`config.mk`:
```
export PLATFORM = sky130hd
export DESIGN_NAME = imem_loader
export DESIGN_NICKNAME = d
export VERILOG_FILES = /design/src/rtl/imem_loader.sv
export SDC_FILE = /design/constraint.sdc
export NUM_CORES = 1
export LEC_CHECK = 0
export ABC_AREA = 1
export BUFFER_PORTS_ARGS = -buffer_cell sky130_fd_sc_hd__buf_2
export CAP_MARGIN = 20
export CORE_UTILIZATION = 57
export CTS_BUF_LIST = sky130_fd_sc_hd__clkbuf_8
export CTS_CLUSTER_SIZE = 8
export DETAILED_ROUTE_END_ITERATION = 8
export PLACE_DENSITY = 0.81
export SETUP_SLACK_MARGIN = 0.4
export SYNTH_ARGS = -nofsm -noshare
export SYNTH_HDL_FRONTEND = slang
export SYNTH_SLANG_ARGS = --single-unit
```
`constraint.sdc`:
```
create_clock -name clk -period 2.4 [get_ports clk]
set_input_delay 0.36 -clock clk [delete_from_list [all_inputs] [get_ports clk]]
set_output_delay 0.36 -clock clk [all_outputs]
set_load 0.01 [all_outputs]
```
`src/rtl/imem_loader.sv`:
```
// Instruction-memory loader: byte stream (16-bit BE count + BE words) -> word writes at 0,4,8...
// Optional trailing XOR checksum byte when IMEM_LOADER_CHECKSUM_EN is defined.
module imem_loader #(
  parameter int unsigned DEPTH = 128
) (
  input  logic        clk,
  input  logic        rst_n,
  input  logic        start,
  input  logic [7:0]  byte_in,
  input  logic        byte_valid,
  output logic        byte_ready,
  output logic        wr_en,
  output logic [31:0] wr_addr,
  output logic [31:0] wr_data,
  output logic        cpu_hold,
  output logic        done,
  output logic        err
);

  localparam int unsigned IDX_W = (DEPTH > 1) ? $clog2(DEPTH) : 1;
  localparam int unsigned CNT_W = 16;

  typedef enum logic [2:0] {
    S_IDLE,
    S_LEN_HI,
    S_LEN_LO,
    S_DATA,
    S_DONE
`ifdef IMEM_LOADER_CHECKSUM_EN
    , S_CSUM
`endif
  } state_e;

  state_e             state_q, state_d;
  logic [CNT_W-1:0]   count_q, count_d;
  logic [IDX_W-1:0]   word_idx_q, word_idx_d;
  logic [1:0]         byte_cnt_q, byte_cnt_d;
  logic [23:0]        asm_q, asm_d;
  logic               byte_ready_q, byte_ready_d;
  logic               wr_en_q, wr_en_d;
  logic [31:0]        wr_addr_q, wr_addr_d;
  logic [31:0]        wr_data_q, wr_data_d;
  logic               cpu_hold_q, cpu_hold_d;
  logic               done_q, done_d;
  logic               err_q, err_d;
`ifdef IMEM_LOADER_CHECKSUM_EN
  logic [7:0]         csum_q, csum_d;
`endif

  logic               xfer;
  logic               last_word;
  logic [CNT_W-1:0]   len_full;

  assign xfer      = byte_valid && byte_ready_q;
  assign last_word = (CNT_W'(word_idx_q) == (count_q - CNT_W'(1)));
  assign len_full  = {count_q[15:8], byte_in};

  // State and output registers
  always_ff @(posedge clk or negedge rst_n) begin
    if (!rst_n) begin
      state_q      <= S_IDLE;
      count_q      <= '0;
      word_idx_q   <= '0;
      byte_cnt_q   <= '0;
      asm_q        <= '0;
      byte_ready_q <= 1'b0;
      wr_en_q      <= 1'b0;
      wr_addr_q    <= '0;
      wr_data_q    <= '0;
      cpu_hold_q   <= 1'b0;
      done_q       <= 1'b0;
      err_q        <= 1'b0;
`ifdef IMEM_LOADER_CHECKSUM_EN
      csum_q       <= '0;
`endif
    end else begin
      state_q      <= state_d;
      count_q      <= count_d;
      word_idx_q   <= word_idx_d;
      byte_cnt_q   <= byte_cnt_d;
      asm_q        <= asm_d;
      byte_ready_q <= byte_ready_d;
      wr_en_q      <= wr_en_d;
      wr_addr_q    <= wr_addr_d;
      wr_data_q    <= wr_data_d;
      cpu_hold_q   <= cpu_hold_d;
      done_q       <= done_d;
      err_q        <= err_d;
`ifdef IMEM_LOADER_CHECKSUM_EN
      csum_q       <= csum_d;
`endif
    end
  end

  // Next-state and output decode
  always_comb begin
    state_d    = state_q;
    count_d    = count_q;
    word_idx_d = word_idx_q;
    byte_cnt_d = byte_cnt_q;
    asm_d      = asm_q;
    wr_en_d    = 1'b0;
    wr_addr_d  = wr_addr_q;
    wr_data_d  = wr_data_q;
    done_d     = 1'b0;
    err_d      = err_q;
`ifdef IMEM_LOADER_CHECKSUM_EN
    csum_d     = csum_q;
`endif

    case (state_q)
      S_IDLE: begin
        if (start) begin
          state_d    = S_LEN_HI;
          err_d      = 1'b0;
          word_idx_d = '0;
          byte_cnt_d = '0;
`ifdef IMEM_LOADER_CHECKSUM_EN
          csum_d     = '0;
`endif
        end
      end
      S_LEN_HI: begin
        if (xfer) begin
          count_d[15:8] = byte_in;
          state_d       = S_LEN_LO;
        end
      end
      S_LEN_LO: begin
        if (xfer) begin
          count_d[7:0] = byte_in;
          if (len_full == '0) begin
            state_d = S_DONE;
          end else if (len_full > CNT_W'(DEPTH)) begin
            err_d   = 1'b1;
            state_d = S_IDLE;
          end else begin
            state_d = S_DATA;
          end
        end
      end
      S_DATA: begin
        if (xfer) begin
          asm_d      = {asm_q[15:0], byte_in};
          byte_cnt_d = byte_cnt_q + 2'd1;
`ifdef IMEM_LOADER_CHECKSUM_EN
          csum_d     = csum_q ^ byte_in;
`endif
          // Fourth byte completes the word; the write lands next cycle
          if (byte_cnt_q == 2'd3) begin
            wr_en_d    = 1'b1;
            wr_data_d  = {asm_q, byte_in};
            wr_addr_d  = 32'({word_idx_q, 2'b00});
            word_idx_d = word_idx_q + IDX_W'(1);
            if (last_word) begin
`ifdef IMEM_LOADER_CHECKSUM_EN
              state_d = S_CSUM;
`else
              state_d = S_DONE;
`endif
            end
          end
        end
      end
`ifdef IMEM_LOADER_CHECKSUM_EN
      S_CSUM: begin
        if (xfer) begin
          if (byte_in == csum_q) begin
            state_d = S_DONE;
          end else begin
            err_d   = 1'b1;
            state_d = S_IDLE;
          end
        end
      end
`endif
      S_DONE: begin
        done_d  = 1'b1;
        state_d = S_IDLE;
      end
      default: state_d = S_IDLE;
    endcase

    byte_ready_d = (state_d == S_LEN_HI) || (state_d == S_LEN_LO) || (state_d == S_DATA)
`ifdef IMEM_LOADER_CHECKSUM_EN
                   || (state_d == S_CSUM)
`endif
                   ;
    cpu_hold_d   = (state_d != S_IDLE);
  end

  assign byte_ready = byte_ready_q;
  assign wr_en      = wr_en_q;
  assign wr_addr    = wr_addr_q;
  assign wr_data    = wr_data_q;
  assign cpu_hold   = cpu_hold_q;
  assign done       = done_q;
  assign err        = err_q;

endmodule
```
-- Word-level counts from Yosys, hierarchy flattened
Index checks and enable logic that the tools add are counted.
- register bits: 96
- logic and storage cells: 72
- output and inout port bits: 69
- equal/unequal tests: 15
- order comparisons: 1
- $add $sub $neg: 3
- reduce and logical (&&, ||, !) cells: 15
- muxes and demuxes: 25
- operator list (cell ; number):
    3-bit two-way mux ; 7
    7-bit two-way mux ; 3
    7-bit by 16-bit == test with 1-bit output ; 1
    16-bit by 8-bit greater-than comparator with 1-bit output, second input constant ; 1
    16-bit logical NOT ; 1
    16-bit by 1-bit subtractor with 16-bit output, second input constant ; 1
    7-bit case mux with 2 select lines ; 1
    3-bit by 2-bit == test with 1-bit output, second input constant ; 4
    2-bit != test, second input constant ; 6
    3-bit case mux with 4 select lines ; 1
    1-bit two-way mux ; 8
    7-bit by 1-bit adder with 7-bit output, second input constant ; 1
    3-bit by 1-bit == test with 1-bit output, second input constant ; 2
    2-bit two-way mux ; 3
    2-bit AND reduction ; 3
    3-bit AND reduction ; 2
    5-bit AND reduction ; 1
    2-bit case mux with 2 select lines ; 1
    4-bit AND reduction ; 1
    2-bit nonzero test ; 2
    3-bit == test, second input constant ; 1
    3-bit logical NOT ; 1
    3-bit nonzero test ; 1
    2-bit by 1-bit adder with 2-bit output, second input constant ; 1
    4 further kinds ; 5

-- Logic depth before layout (Yosys ltp)
- word-level depth: 9
- mapped depth: 16
- mapped depth without buffers: 16

-- Worst setup path after synthesis
Ideal clock, no wire load.
- kind: register -> register
- from: register count_q[0]
- to: register cpu_hold_q (netlist: cpu_hold)
- data required time: 2280 ps
- period minus slack after synthesis: 1719 ps
- path slack: 681 ps
- stages on the path, launching flop included: 16
- arrival time: 1600 ps
- path buffers: 0
- cells stage by stage: dfrtp_1 inv_1 ha_1 inv_1 nand2_1 nand3b_1 nand2_1 nand2_1 nor2_1 nand2_1 nor2_2 nand3_2 nand2_2 nand2_2 nor2_4 nand2_1
- longest elaborated chain between the ends: 7
- ends and longest elaborated chain (element ; line ; source):
    start: declaration ; 35 ; logic [CNT_W-1:0] count_q, count_d;
    start signal: assignment ; 78 ; count_q <= count_d;
    16-bit by 1-bit subtractor with 16-bit output ; 55 ; assign last_word = (CNT_W'(word_idx_q) == (count_q - CNT_W'(1)));
    7-bit by 16-bit == test with 1-bit output ; 55 ;
    3-bit two-way mux ; 155 ; if (last_word) begin
    3-bit two-way mux ; 150 ; if (byte_cnt_q == 2'd3) begin
    3-bit two-way mux ; 143 ; if (xfer) begin
    3-bit case mux with 4 select lines ; 111 ; case (state_q)
    3-bit nonzero test ; 189 ; cpu_hold_d = (state_d != S_IDLE);
    via cpu_hold_d ; 43 ; logic cpu_hold_q, cpu_hold_d;
    end signal: assignment ; 86 ; cpu_hold_q <= cpu_hold_d;
    end: declaration ; 43 ;
The timed path passes the listed nets, and every way through them passes these cells.
A chain may end at the register's enable or synchronous reset.

-- Final worst setup path
- from: register byte_cnt_q[0]
- to: register word_idx_q[1]
- longest elaborated chain between the ends: 3
- ends and longest elaborated chain (element ; line ; source):
    start: declaration ; 37 ; logic [1:0] byte_cnt_q, byte_cnt_d;
    start signal: assignment ; 80 ; byte_cnt_q <= byte_cnt_d;
    2-bit == test ; 150 ;
    2-bit != test (no source line) ; n/a ;
    4-bit AND reduction (no source line) ; n/a ;
    end signal: assignment ; 79 ; word_idx_q <= word_idx_d;
    end: declaration ; 36 ; logic [IDX_W-1:0] word_idx_q, word_idx_d;
Every way passes these cells.

==> metrics.cfg <==
[placed_design]
gpl.final_weighted_congestion = 0.917
place.detailed.instances = 698
io_buffers = 55
detailed_place_hpwl_um = 6520

[floorplanning]
floorplan.io_pins = 81
die_height_um = 91.4
chipWidth_um = 91.4
placement_rows = 32
floorplan.initialDensity_pct = 59.0
die_area_um2 = 8360
core_region_area_um2 = 7730

[final_layout]
area.growth.synth_to_final_pct = 12.2
commonest_non_fill_non_tap_cell_in_the_layout = sky130_fd_sc_hd__nand2_1
layout_cells_sized_above_1_pct = 19.2
filler_cell_count = 666
most_frequent_cells_in_the_layout = 154 x sky130_fd_sc_hd__nand2_1, 95 x sky130_fd_sc_hd__dfrtp_1, 82 x sky130_fd_sc_hd__o21ai_0, 67 x sky130_fd_sc_hd__inv_1, 54 x sky130_fd_sc_hd__buf_2
finish.net_count = 626
final-instance-count-excl-fill = 718
n_antenna_cell = 0

[clock_network]
clk_pin_slew_worst_paths_ns = 0.10
cts.path.max_buffers = 2
cts_tree = yes
clock_insertion_delay_worst_skew_ns = 0.36
cts_htree_levels = 3
tritoncts_num_sinks = 96
number_of_buffers_added_by_the_clock_tree_synthesis_step = 9
cts-root-buf = sky130_fd_sc_hd__clkbuf_8

[global_routing]
grt_first_pass_wirelength_um = 15800
grt_util_all_layers_pct = 24.2
antenna_found_initial = 0
gr-total-overflow = 0
grt_start_max_net_pins = 78
via_count_of_the_first_global_routing_pass = 3507

[worst_setup_path]
critPathRequiredTime_ns = 2.64
crit_start = byte_cnt_q[0]
timing.rr.start = byte_cnt_q[0]
worstSetupPathType = reg -> reg
endpoint_kind = flip-flop
critPathLaunchType = flip-flop
arrival_ns = 2.11
ff2ff_setup_slack_ns = 0.54
count_of_cells_along_the_worst_register_to_register_path = 8
path_max_fanout = 77
crit-reg2reg-capture = word_idx_q[1]

[timing]
slew_headroom_pct = 56.1
setup_viol = 0
max_slew.worst_pin.slew_ns = 0.659
period_share_pct = 77.6
grt_setup_unrepaired = no
final-max-slew-violation-count = 0
hold_viol_final = 0
clock.fmax_mhz = 537
fin_setup_tns_ns = 0
finClkSkew_ns = 0.00857
final_critical_path_required_period_ns = 1.86

[synthesis]
syn-cell-area_um2 = 4560
postSynth.topFlopCell = sky130_fd_sc_hd__dfrtp_1
synth_cells = 552
synth-edff-count = 0
netlist-cell-type-count = 32
ys.warnings.count = 0
avg_inst_size_synth_um2 = 8.26
ys_seq_elements = 96
postSynth.asyncResetShare_pct = 100
ys_seq_area_share_pct = 52.7

[worst_hold_path]
hold_startpoint = byte_in[5]
hold_path_end = asm_q[5]
timing.hold.worst_path_depth = 3
worstHoldPathType = in -> reg

[routing]
detail_route.iter0.violations = 222
avgRoutedWirePerCell_um = 12.8
drcViolationCount = 0
finalWirelength_um = 9220
first_pass_detailed_route_iteration_total = 5
drtAntennaViolNets = 0
avgViaCountPerCell = 5.10
vias = 3660

[run_status]
status = complete, no violations

[power]
power_density_nw_per_um2 = 1110
net-switching-power_mw = 2.32
clockPowerShare_pct = 17.4
power.share.combinational_pct = 36.9
internal_power_mw = 3.38
swShare_pct = 40.7
power_leakage_nw = 2.74
seqPwrFrac_pct = 45.7
total_power_mw = 5.70
max-vdd-ir-drop_mv = 0.557

[job]
max_cap_violations = 0

Yosys cell counts (7+ instances only):
cell	n	share of area, %
sky130_fd_sc_hd__dfrtp_1	96	53
sky130_fd_sc_hd__inv_1	69	5.7
sky130_fd_sc_hd__nor2_1	29	2.4
sky130_fd_sc_hd__nand2_2	8	1.1
sky130_fd_sc_hd__nand2_1	154	13
sky130_fd_sc_hd__nor3_1	7	0.77
sky130_fd_sc_hd__o21ai_0	82	9.0
sky130_fd_sc_hd__clkbuf_1	9	0.74
sky130_fd_sc_hd__nand3_1	16	1.8
sky130_fd_sc_hd__buf_4	25	4.1
sky130_fd_sc_hd__nor2_2	9	1.2
how the worst max path moves through the flow:
stage / to / slack [ns] / depth (start not counted)
2_1_floorplan: cpu_hold / 0.68 / 15
3_3_place_gp: cpu_hold / 0.56 / 15
3_5_place_dp: cpu_hold / 0.46 / 15
4_1_cts: cpu_hold / 0.44 / 13
5_1_grt: cpu_hold / 0.37 / 15
6_report: word_idx_q[1] / 0.54 / 8
what timing repair did:
item,in CTS,in global routing
resized for setup,1,8
hold buffers,1,0
setup buffers,0,3
pin swaps,0,1
endpoints found under the hold margin,34,0
endpoints found under the setup margin,1,5
sequential cells by signal, summed over array words and instances (netlist names), 2 cells and up:
register    count
word_idx_q      7
asm_q          24
wr_addr         7
byte_cnt_q      2
state_q         3
count_q        16
wr_data        32
per-layer routing:
layer | GRT usage, % | routed length (µm)
met5 | 0 | 0
met4 | 11.2 | 239
met3 | 3.52 | 412
met2 | 38.6 | 4310
met1 | 32.8 | 4250
worst max-delay path, stage by stage (launching register included):
cell and delay [ns]:
sky130_fd_sc_hd__dfrtp_1 0.40, sky130_fd_sc_hd__ha_1 0.20, sky130_fd_sc_hd__inv_1 0.12, sky130_fd_sc_hd__nor2_4 0.07, sky130_fd_sc_hd__nand2_4 0.08, sky130_fd_sc_hd__buf_4 0.53
sky130_fd_sc_hd__inv_1 0.15, sky130_fd_sc_hd__nand2_1 0.08, sky130_fd_sc_hd__o21ai_0 0.08
cell type report:
type | instances | area [µm²] | share of cell area (%)
clock buffer | 9 | 124 | 2.42
timing repair buffer | 64 | 360 | 7.05
clock inverter | 7 | 67.6 | 1.32
multi-input combinational | 366 | 1750 | 34.3
tap | 102 | 128 | 2.50
sequential | 96 | 2400 | 47.0
inverter | 74 | 278 | 5.43
stage by stage:
stage,instance area (µm²),util [%],hold WS (ns),worst slack (ns)
4_1_cts,5060,65.5,0.213,0.442
5_1_grt,5110,66.2,0.249,0.369
6_report,5110,66.2,0.224,0.537
2_1_floorplan,4650,-,0.0644,0.681
3_3_place_gp,4860,62.9,0.339,0.559
3_5_place_dp,4860,62.9,0.340,0.458
cell families after synthesis:
group / synth area share, %
AO/OA/AOI/OAI: 10.4
XOR/XNOR: 0.769
adder cells (fa/ha/maj): 0.824
buffers and inverters: 11.5
flip-flops: 52.7
other: 0.0823
AND/OR/NAND/NOR: 23.7
power by group through the flow:
stage / Sequential, mW / Clock (mW) / Combinational [mW]
6_report: 2.60 / 0.989 / 2.10
5_1_grt: 2.68 / 1.08 / 2.42
4_1_cts: 2.58 / 1.02 / 2.03
3_5_place_dp: 2.61 / 0 / 2.01
3_3_place_gp: 2.59 / 0 / 1.93
2_1_floorplan: 2.62 / 0 / 1.37
(Power assumes the default switching activity.)
